<file path="config.mk">
export PLATFORM = sky130hd
export DESIGN_NAME = jam_cost_server
export DESIGN_NICKNAME = d
export VERILOG_FILES = /design/src/rtl/jam_pkg.sv /design/src/rtl/jam_cost_ram.sv /design/src/rtl/jam_cost_server.sv
export SDC_FILE = /design/constraint.sdc
export NUM_CORES = 1
export LEC_CHECK = 0
export ABC_AREA = 1
export BUFFER_PORTS_ARGS = -buffer_cell sky130_fd_sc_hd__buf_2
export CAP_MARGIN = 20
export CORE_ASPECT_RATIO = 0.9
export CORE_UTILIZATION = 35
export CTS_CLUSTER_SIZE = 25
export DETAILED_ROUTE_END_ITERATION = 16
export GPL_TIMING_DRIVEN = 0
export PLACE_DENSITY_LB_ADDON = 0.2
export RECOVER_POWER = 100
export SYNTH_ARGS = -nofsm -noshare
export SYNTH_HDL_FRONTEND = slang
export SYNTH_SLANG_ARGS = --single-unit
</file>
<file path="constraint.sdc">
create_clock -name CLK -period 15.93 [get_ports CLK]
set_input_delay 0 -clock CLK [delete_from_list [all_inputs] [get_ports CLK]]
set_output_delay 0 -clock CLK [all_outputs]
set_load 0.02 [all_outputs]
</file>
<file path="src/rtl/jam_pkg.sv">
// Shared definitions for the JAM cost-lookup server.
//   N_JOB      workers = jobs (fixed by the 3-bit W/J lookup interface)
//   COST_W     width of one cost entry
//   MINCOST_W  width of the JAM engine's MinCost result
//   MATCH_W    width of the JAM engine's MatchCount result
//   IDX_W      width of the flat row-major load index {W,J}
//   state_t    server FSM states
package jam_pkg;
  localparam int N_JOB     = 8;
  localparam int COST_W    = 7;
  localparam int MINCOST_W = 10;
  localparam int MATCH_W   = 4;
  localparam int IDX_W     = 6;
  localparam int N_ENTRY   = N_JOB * N_JOB;

  typedef enum logic [1:0] {
    IDLE  = 2'd0,
    LOAD  = 2'd1,
    SERVE = 2'd2,
    DONE  = 2'd3
  } state_t;
endpackage

</file>
<file path="src/rtl/jam_cost_ram.sv">
// 64-entry cost table with one flat write port and a registered 2-D read port.
//   CLK, RST  clock, asynchronous active-high reset (clears every entry and the read register)
//   we        write enable
//   waddr     flat write address {W,J}
//   wdata     cost entry to write
//   W, J      read coordinates
//   rdata     table[W][J], registered every posedge
module jam_cost_ram
  import jam_pkg::*;
(
  input  logic              CLK,
  input  logic              RST,
  input  logic              we,
  input  logic [IDX_W-1:0]  waddr,
  input  logic [COST_W-1:0] wdata,
  input  logic [2:0]        W,
  input  logic [2:0]        J,
  output logic [COST_W-1:0] rdata
);

  logic [COST_W-1:0] mem [N_ENTRY];

  // A write and a read of the same entry in one cycle returns the old value.
  always_ff @(posedge CLK or posedge RST) begin
    if (RST) begin
      for (int i = 0; i < N_ENTRY; i++) mem[i] <= '0;
      rdata <= '0;
    end else begin
      if (we) mem[waddr] <= wdata;
      rdata <= mem[{W, J}];
    end
  end

endmodule

</file>
<file path="src/rtl/jam_cost_server.sv">
// Responder side of the JAM cost-lookup interface. Loads an 8x8 cost matrix over a
// valid/ready stream, holds the JAM engine in reset until the matrix is complete, serves
// (W,J) lookups with a registered Cost, and captures the engine's result on Valid.
//   CLK, RST         clock, asynchronous active-high reset
//   start            begin a new load (honoured in IDLE or DONE only)
//   load_valid/ready load stream handshake; load_data is the next row-major entry
//   jam_rst          registered reset to the JAM engine, low only while serving
//   W, J, Cost       lookup request and registered table[W][J]
//   Valid, MinCost, MatchCount  engine completion and result
//   table_loaded     all 64 entries written since the last start
//   done, res_*      captured result
//   serve_cycles     cycles spent in SERVE, saturating
//   fsm_state        current FSM state (debug)
//
// Load handshake: an entry transfers at a posedge where load_valid and load_ready are both
// high. load_ready is registered and never depends on load_valid; load_valid without
// load_ready is simply ignored.
module jam_cost_server
  import jam_pkg::*;
#(
  parameter int ACC_W = 20
) (
  input  logic                 CLK,
  input  logic                 RST,
  input  logic                 start,
  input  logic                 load_valid,
  output logic                 load_ready,
  input  logic [COST_W-1:0]    load_data,
  output logic                 jam_rst,
  input  logic [2:0]           W,
  input  logic [2:0]           J,
  output logic [COST_W-1:0]    Cost,
  input  logic                 Valid,
  input  logic [MINCOST_W-1:0] MinCost,
  input  logic [MATCH_W-1:0]   MatchCount,
  output logic                 table_loaded,
  output logic                 done,
  output logic [MINCOST_W-1:0] res_min_cost,
  output logic [MATCH_W-1:0]   res_match_count,
  output logic [ACC_W-1:0]     serve_cycles,
  output state_t               fsm_state
);

  state_t             state_q;
  state_t             next_state;
  logic [IDX_W-1:0]   idx;
  logic               handshake;
  logic               last_entry;
  logic               enter_load;
  logic               capture;

  assign handshake  = load_valid & load_ready;
  assign last_entry = handshake && (idx == IDX_W'(N_ENTRY - 1));
  assign enter_load = start && ((state_q == IDLE) || (state_q == DONE));
  assign capture    = (state_q == SERVE) && Valid;
  assign fsm_state  = state_q;

  always_comb begin
    next_state = state_q;
    case (state_q)
      IDLE:    if (start)      next_state = LOAD;
      LOAD:    if (last_entry) next_state = SERVE;
      SERVE:   if (Valid)      next_state = DONE;
      DONE:    if (start)      next_state = LOAD;
      default:                 next_state = IDLE;
    endcase
  end

  always_ff @(posedge CLK or posedge RST) begin
    if (RST) begin
      state_q         <= IDLE;
      load_ready      <= 1'b0;
      jam_rst         <= 1'b1;
      idx             <= '0;
      table_loaded    <= 1'b0;
      done            <= 1'b0;
      res_min_cost    <= '0;
      res_match_count <= '0;
      serve_cycles    <= '0;
    end else begin
      state_q <= next_state;
      // Ready comes up one cycle after LOAD is entered and drops with the final handshake.
      load_ready <= (state_q == LOAD) && (next_state == LOAD);
      // Derived from the registered state so the engine leaves reset one cycle after
      // SERVE is entered, and goes back into reset one cycle after the result is taken.
      jam_rst <= (state_q != SERVE);
      if (enter_load) begin
        idx             <= '0;
        table_loaded    <= 1'b0;
        done            <= 1'b0;
        res_min_cost    <= '0;
        res_match_count <= '0;
        serve_cycles    <= '0;
      end else begin
        if (handshake)  idx <= idx + 1'b1;
        if (last_entry) table_loaded <= 1'b1;
        if (capture) begin
          res_min_cost    <= MinCost;
          res_match_count <= MatchCount;
          done            <= 1'b1;
        end
        if ((state_q == SERVE) && (serve_cycles != '1))
          serve_cycles <= serve_cycles + 1'b1;
      end
    end
  end

  jam_cost_ram u_ram (
    .CLK   (CLK),
    .RST   (RST),
    .we    (handshake),
    .waddr (idx),
    .wdata (load_data),
    .W     (W),
    .J     (J),
    .rdata (Cost)
  );

endmodule

</file>
## Yosys cells after proc, flatten, opt, wreduce, memory -nomap -nowiden

Cells that the tools add are included.
W data, S select, Z words.

| storage, ports and cells | value |
|---|---|
| bits of input ports | 32 |
| register bits after elaboration | 501 |
| output and inout port bits | 47 |

| operators by class | value |
|---|---|
| order comparisons | 3 |
| add/subtract/negate cells | 2 |
| multiplexer cells | 22 |
| reductions and logical operators | 13 |
| bitwise operators | 3 |
| equality and inequality tests | 7 |

Operators by type and width:

| cell | number |
|---|---|
| $bwmux W448 | 1 |
| $bmux W7 S6 | 1 |
| $demux W7 S6 | 1 |
| $mux W20 | 2 |
| $mux W7 | 3 |
| $add A20 B1 Y20 const B | 1 |
| $mux W10 | 2 |
| $ne A20 B20 Y1 const B | 1 |
| $ge A7 B7 Y1 const B | 2 |
| $not A6 Y7 | 2 |
| $mux W6 | 2 |
| $mux W4 | 2 |
| $reduce_bool A2 Y1 | 4 |
| $lt A7 B1 Y1 const B | 1 |
| $add A6 B1 Y6 const B | 1 |
| $eq A6 B6 Y1 const B | 1 |
| $logic_and A1 B1 Y1 | 6 |
| $mux W2 | 3 |
| $pmux W2 S3 | 1 |
| $eq A2 B1 Y1 const B | 2 |
| $eq A2 B2 Y1 const B | 2 |
| $mux W1 | 4 |
| $logic_not A2 Y1 | 1 |
| $ne A2 B2 Y1 const B | 1 |
| 3 further kinds | 3 |

## Logic depth before layout (Yosys ltp)

| depth | value |
|---|---|
| depth in word-level cells | 6 |
| depth in mapped cells | 12 |
| depth with buffers taken out | 10 |

## By module

A second synthesis with hierarchy kept.

| second synthesis, totals | value |
|---|---|
| cell total of the unflattened synthesis | 2946 |
| area total of the unflattened synthesis | 23242.3 µm² |

By module, submodules not included:

| module | area each (µm²) | cells an instance | instances |
|---|---|---|---|
| jam_cost_ram | 20721.1 | 2613 | 1 |
| jam_cost_server | 2521.2 | 333 | 1 |

## Least setup slack after synthesis

OpenSTA, ideal clock, no wires.

| path | value |
|---|---|
| path kind | register -> register |
| start point | reg state_q[0] (netlist: fsm_state[0]) |
| end point | reg idx[4] |
| arrival time | 1729 ps |
| buffers on the path | 2 |
| stages on the path, launching flop included | 8 |
| slack | 14130 ps |
| path through | dfrtp_1 > inv_1 > ha_1 > nand2_1 > clkbuf_1 > clkbuf_1 > o21ai_0 > nor2_1 |

| between the ends | value |
|---|---|
| longest elaborated chain between the ends | 4 |

Ends and longest elaborated chain:

| what | RTL line | source |
|---|---|---|
| start: declaration | jam_cost_server.sv:44 | `state_t state_q;` |
| start signal: assignment | jam_cost_server.sv:81 | `state_q <= next_state;` |
| $eq A2 B2 Y1 / $logic_not A2 Y1 (equally long branches) | jam_cost_server.sv:54 | `assign enter_load = start && ((state_q == IDLE) \|\| (state_q == DONE));` |
| $logic_or A1 B1 Y1 * | jam_cost_server.sv:54 |  |
| $logic_and A1 B1 Y1 * | jam_cost_server.sv:54 |  |
| $mux W6 / $reduce_bool A2 Y1 (equally long branches) | n/a |  |
| end signal: assignment | jam_cost_server.sv:95 | `if (handshake) idx <= idx + 1'b1;` |
| end: declaration | jam_cost_server.sv:46 | `logic [IDX_W-1:0] idx;` |

Mark *: on every way between the ends. The rest lies on a longest branch, timed or not.
A chain may end at the register's enable or synchronous reset.

==> metrics.txt <==
buffers inserted by post-CTS timing repair 0; unrepaired setup endpoints after global routing no; gate count after technology mapping just under 3,000; post-synthesis net count slightly below 3,000; met1 Usage GRT 0.394; required time at the worst-slack endpoint 15,480 ps; number of cells after detailed placement 3,860; netlist area before placement roughly 23,000 µm²; Clock Path Buffers 3; period utilisation layout 0.491; Place WS 13,350 ps; worst hold path cell count 5; number of pins with negative max-slew slack in the final report between 200 and 300; detailed-route vias per instance between 5 and 6; DRC violation count after routing 0; worst hold endpoint done; wirelength, routed slightly above 90 mm; endpoints failing setup 0; endpoint of the worst-slack reg-to-reg timing path u_ram.mem[314]; area used by sequential logic in the layout about 13,000 µm²; post-route setup slack about 8000 ps; fillcell total roughly 6,800; number of buffer cells added on primary ports 75; post-synthesis register bit count roughly 500; clock-pin slew of the registers on the worst-case setup and hold paths roughly 60 ps; number of routed nets with antenna violations 0; DR iter-0 viols ~2,700; area taken by multi-input logic gates between 9000 and 10,000 µm²; Final Skew between 20 and 25 ps; crit path launch type input pin; Worst Hold Launch Valid; max-cap violations 10; top cells by area, synth sky130_fd_sc_hd__dfrtp_1 (54%), sky130_fd_sc_hd__nand2_1 (19%), sky130_fd_sc_hd__nand3_1 (9.4%), sky130_fd_sc_hd__o21ai_0 (9.0%), sky130_fd_sc_hd__clkbuf_1 (1.9%); biggest fanout along the worst timing path ~120; post-synthesis cell type with the largest combined area sky130_fd_sc_hd__dfrtp_1; power density normalized to cell area around 120 nW/µm²; GRT busiest layer met2; Total Nets Final around 3,100; detailed-route wire length per cell ~23 µm; final critical delay including setup and external delays 7810 ps; CTS Root Cell sky130_fd_sc_hd__clkbuf_16; initial antenna violation count 3; P_leak 11.9 nW; maximum VDD drop about 0.12 mV; number of buffers created by CTS 56; status finished, violations left; DR vias around 22,000; setup slack of the most critical reg-to-reg path about 12,000 ps; syn_area_per_cell ~8 µm²; ratio of cells with drive above 1 in the final layout 0.0560; initial core utilization 0.354; relative slew slack -2.58; clock tree from TritonCTS built; number of core rows 89; routing usage on met3 0.0512; count of warnings emitted by yosys 0; actual transition at the worst max-transition pin 5340 ps; worst min-delay path class input pin to register; post-synthesis sequential area ratio 0.542; die height ~250 µm; depth of the worst register-to-register path 8; vias in the first global route between 20,000 and 25,000; number of standard cells in the layout, taps in and fillers out approximately 4,000; share of Yosys cell area claimed by the top area cell type 0.540; met2 Resource Use GR 0.397; HPWL after detailed placement roughly 63 mm; full die area 67,200 µm²; Max Clk Rate between 100 and 150 MHz; clock sink total between 500 and 600; failing checks capacitance limit, slew limit; final weighted congestion in routability-driven placement ~0.98; overall global routing resource usage 0.273; synth-to-layout area growth 15.4%; sort of element at the end of the critical path asynchronous set/reset pin; first-pass GRT wire length 136 mm; detailed-routing iteration count for the pre-antenna-repair pass 6; Core ar. about 65,000 µm²; Boundary Pins ~80; final count of hold timing violations 0; Netlist cell types 28; pin count of the biggest net entering global routing approximately 120; kind of critical path input pin to asynchronous set/reset pin; H-tree levels 2; CP arrival roughly 7400 ps; Worst R2R Start load_ready; total gr overflow 0; clock latency at the later pin of the worst-skew pair 630 ps; die outline width 273 µm
[where the power goes]
part | leakage [nW] | internal, mW | switching, mW
combinational | 3.95 | 0.113 | 0.341
clock | 0.992 | 0.849 | 0.554
sequential | 6.96 | 1.34 | 0.0528
[layout make-up]
type	count	area share
flip-flops and latches	501	0.469
multi-input cells	2155	0.351
well taps	864	0.0404
inverters	46	0.00651
repair buffers	110	0.0270
clock inverters	20	0.0109
clock buffers	82	0.0636
plain buffers	213	0.0319
diodes	1	0.0000936
[timing repair]
item                       CTS  global route
setup endpoints to repair    0             0
hold buffers                29             0
gates resized for setup      0             0
hold endpoints to repair   158             0
[how the worst max path moves through the flow]
stage,from,end,slack [ps]
after floorplan,RST,done,1940
after global placement,RST,u_ram.mem[310],-3480
after detailed placement,load_ready,u_ram.mem[322],13350
after CTS,fsm_state[0],res_min_cost[8],12910
after global routing,RST,u_ram.mem[373],6660
final,RST,u_ram.mem[373],8120
[worst max-delay path, cell delays in order]
cell and delay [ps]:
sky130_fd_sc_hd__dlygate4sd3_1 530, sky130_fd_sc_hd__buf_2 120, sky130_fd_sc_hd__clkinvlp_2 2960, sky130_fd_sc_hd__clkbuf_1 3580
[per-layer routing]
layer  up-vias  part of all wire
li1       9878                 -
met1     10748              0.45
met2      1038              0.42
met3       202             0.090
met4         2             0.044
met5         -           0.00014
[Yosys cell counts (all sizes together)]
cell and count:
dfstp 1, o21bai 1, clkbuf 117, ha 4, inv 39, nand2 1175, xor2 12, nor2 47
nand3 435, dfrtp 500, buf 96, nand4 7, o21ai 461, nor3 7, clkinv 7, a21oi 5
o31ai 1
[flip-flops by register name (all words and copies together) (netlist names)]
name,flops
load_ready,1
u_ram.mem,448
idx,6
res_match_count,4
done,1
table_loaded,1
u_ram.rdata,7
fsm_state,2
serve_cycles,20
res_min_cost,10
jam_rst,1
[metrics by stage]
stage / TNS [ps] / utilization / total power [mW] / cell area [µm²] / hold slack, ps
final: 0 / 0.408 / 3.25 / 26700 / 7.44
after global routing: 0 / 0.408 / 3.35 / 26700 / 35.0
after CTS: 0 / 0.413 / 3.27 / 27000 / 2.35
after detailed placement: 0 / 0.378 / 1.86 / 24800 / 227
after global placement: -1722810 / 0.376 / 1.85 / 24600 / 225
after floorplan: 0 / - / 1.67 / 23200 / 86.3
[layout by cell type, fill, tap and decap left out, types with 6 or more instances in the layout]
cell                               n
sky130_fd_sc_hd__clkinv_1          7
sky130_fd_sc_hd__dfrtp_1         500
sky130_fd_sc_hd__o21ai_1           8
sky130_fd_sc_hd__bufinv_16         7
sky130_fd_sc_hd__nor2_1           45
sky130_fd_sc_hd__o21ai_0         453
sky130_fd_sc_hd__clkbuf_16        57
sky130_fd_sc_hd__dlygate4sd3_1    29
sky130_fd_sc_hd__clkbuf_1        219
sky130_fd_sc_hd__buf_2            66
sky130_fd_sc_hd__nand4_1           7
sky130_fd_sc_hd__clkinv_2          9
sky130_fd_sc_hd__nand2_1        1174
sky130_fd_sc_hd__nor3_1            6
sky130_fd_sc_hd__xor2_1           12
sky130_fd_sc_hd__inv_1            36
sky130_fd_sc_hd__nand3_1         435
sky130_fd_sc_hd__buf_1            10
sky130_fd_sc_hd__clkbuf_8         18
[kinds of logic after synthesis]
logic type,count (synthesis),share of synthesized area
AND/OR/NAND/NOR,1671,0.299
flip-flops,501,0.542
AO/OA/AOI/OAI,468,0.101
buffers and inverters,259,0.0514
XOR/XNOR,12,0.00454
adder cells (fa/ha/maj),4,0.00216
No activity file was read; power rests on OpenSTA's default activity.
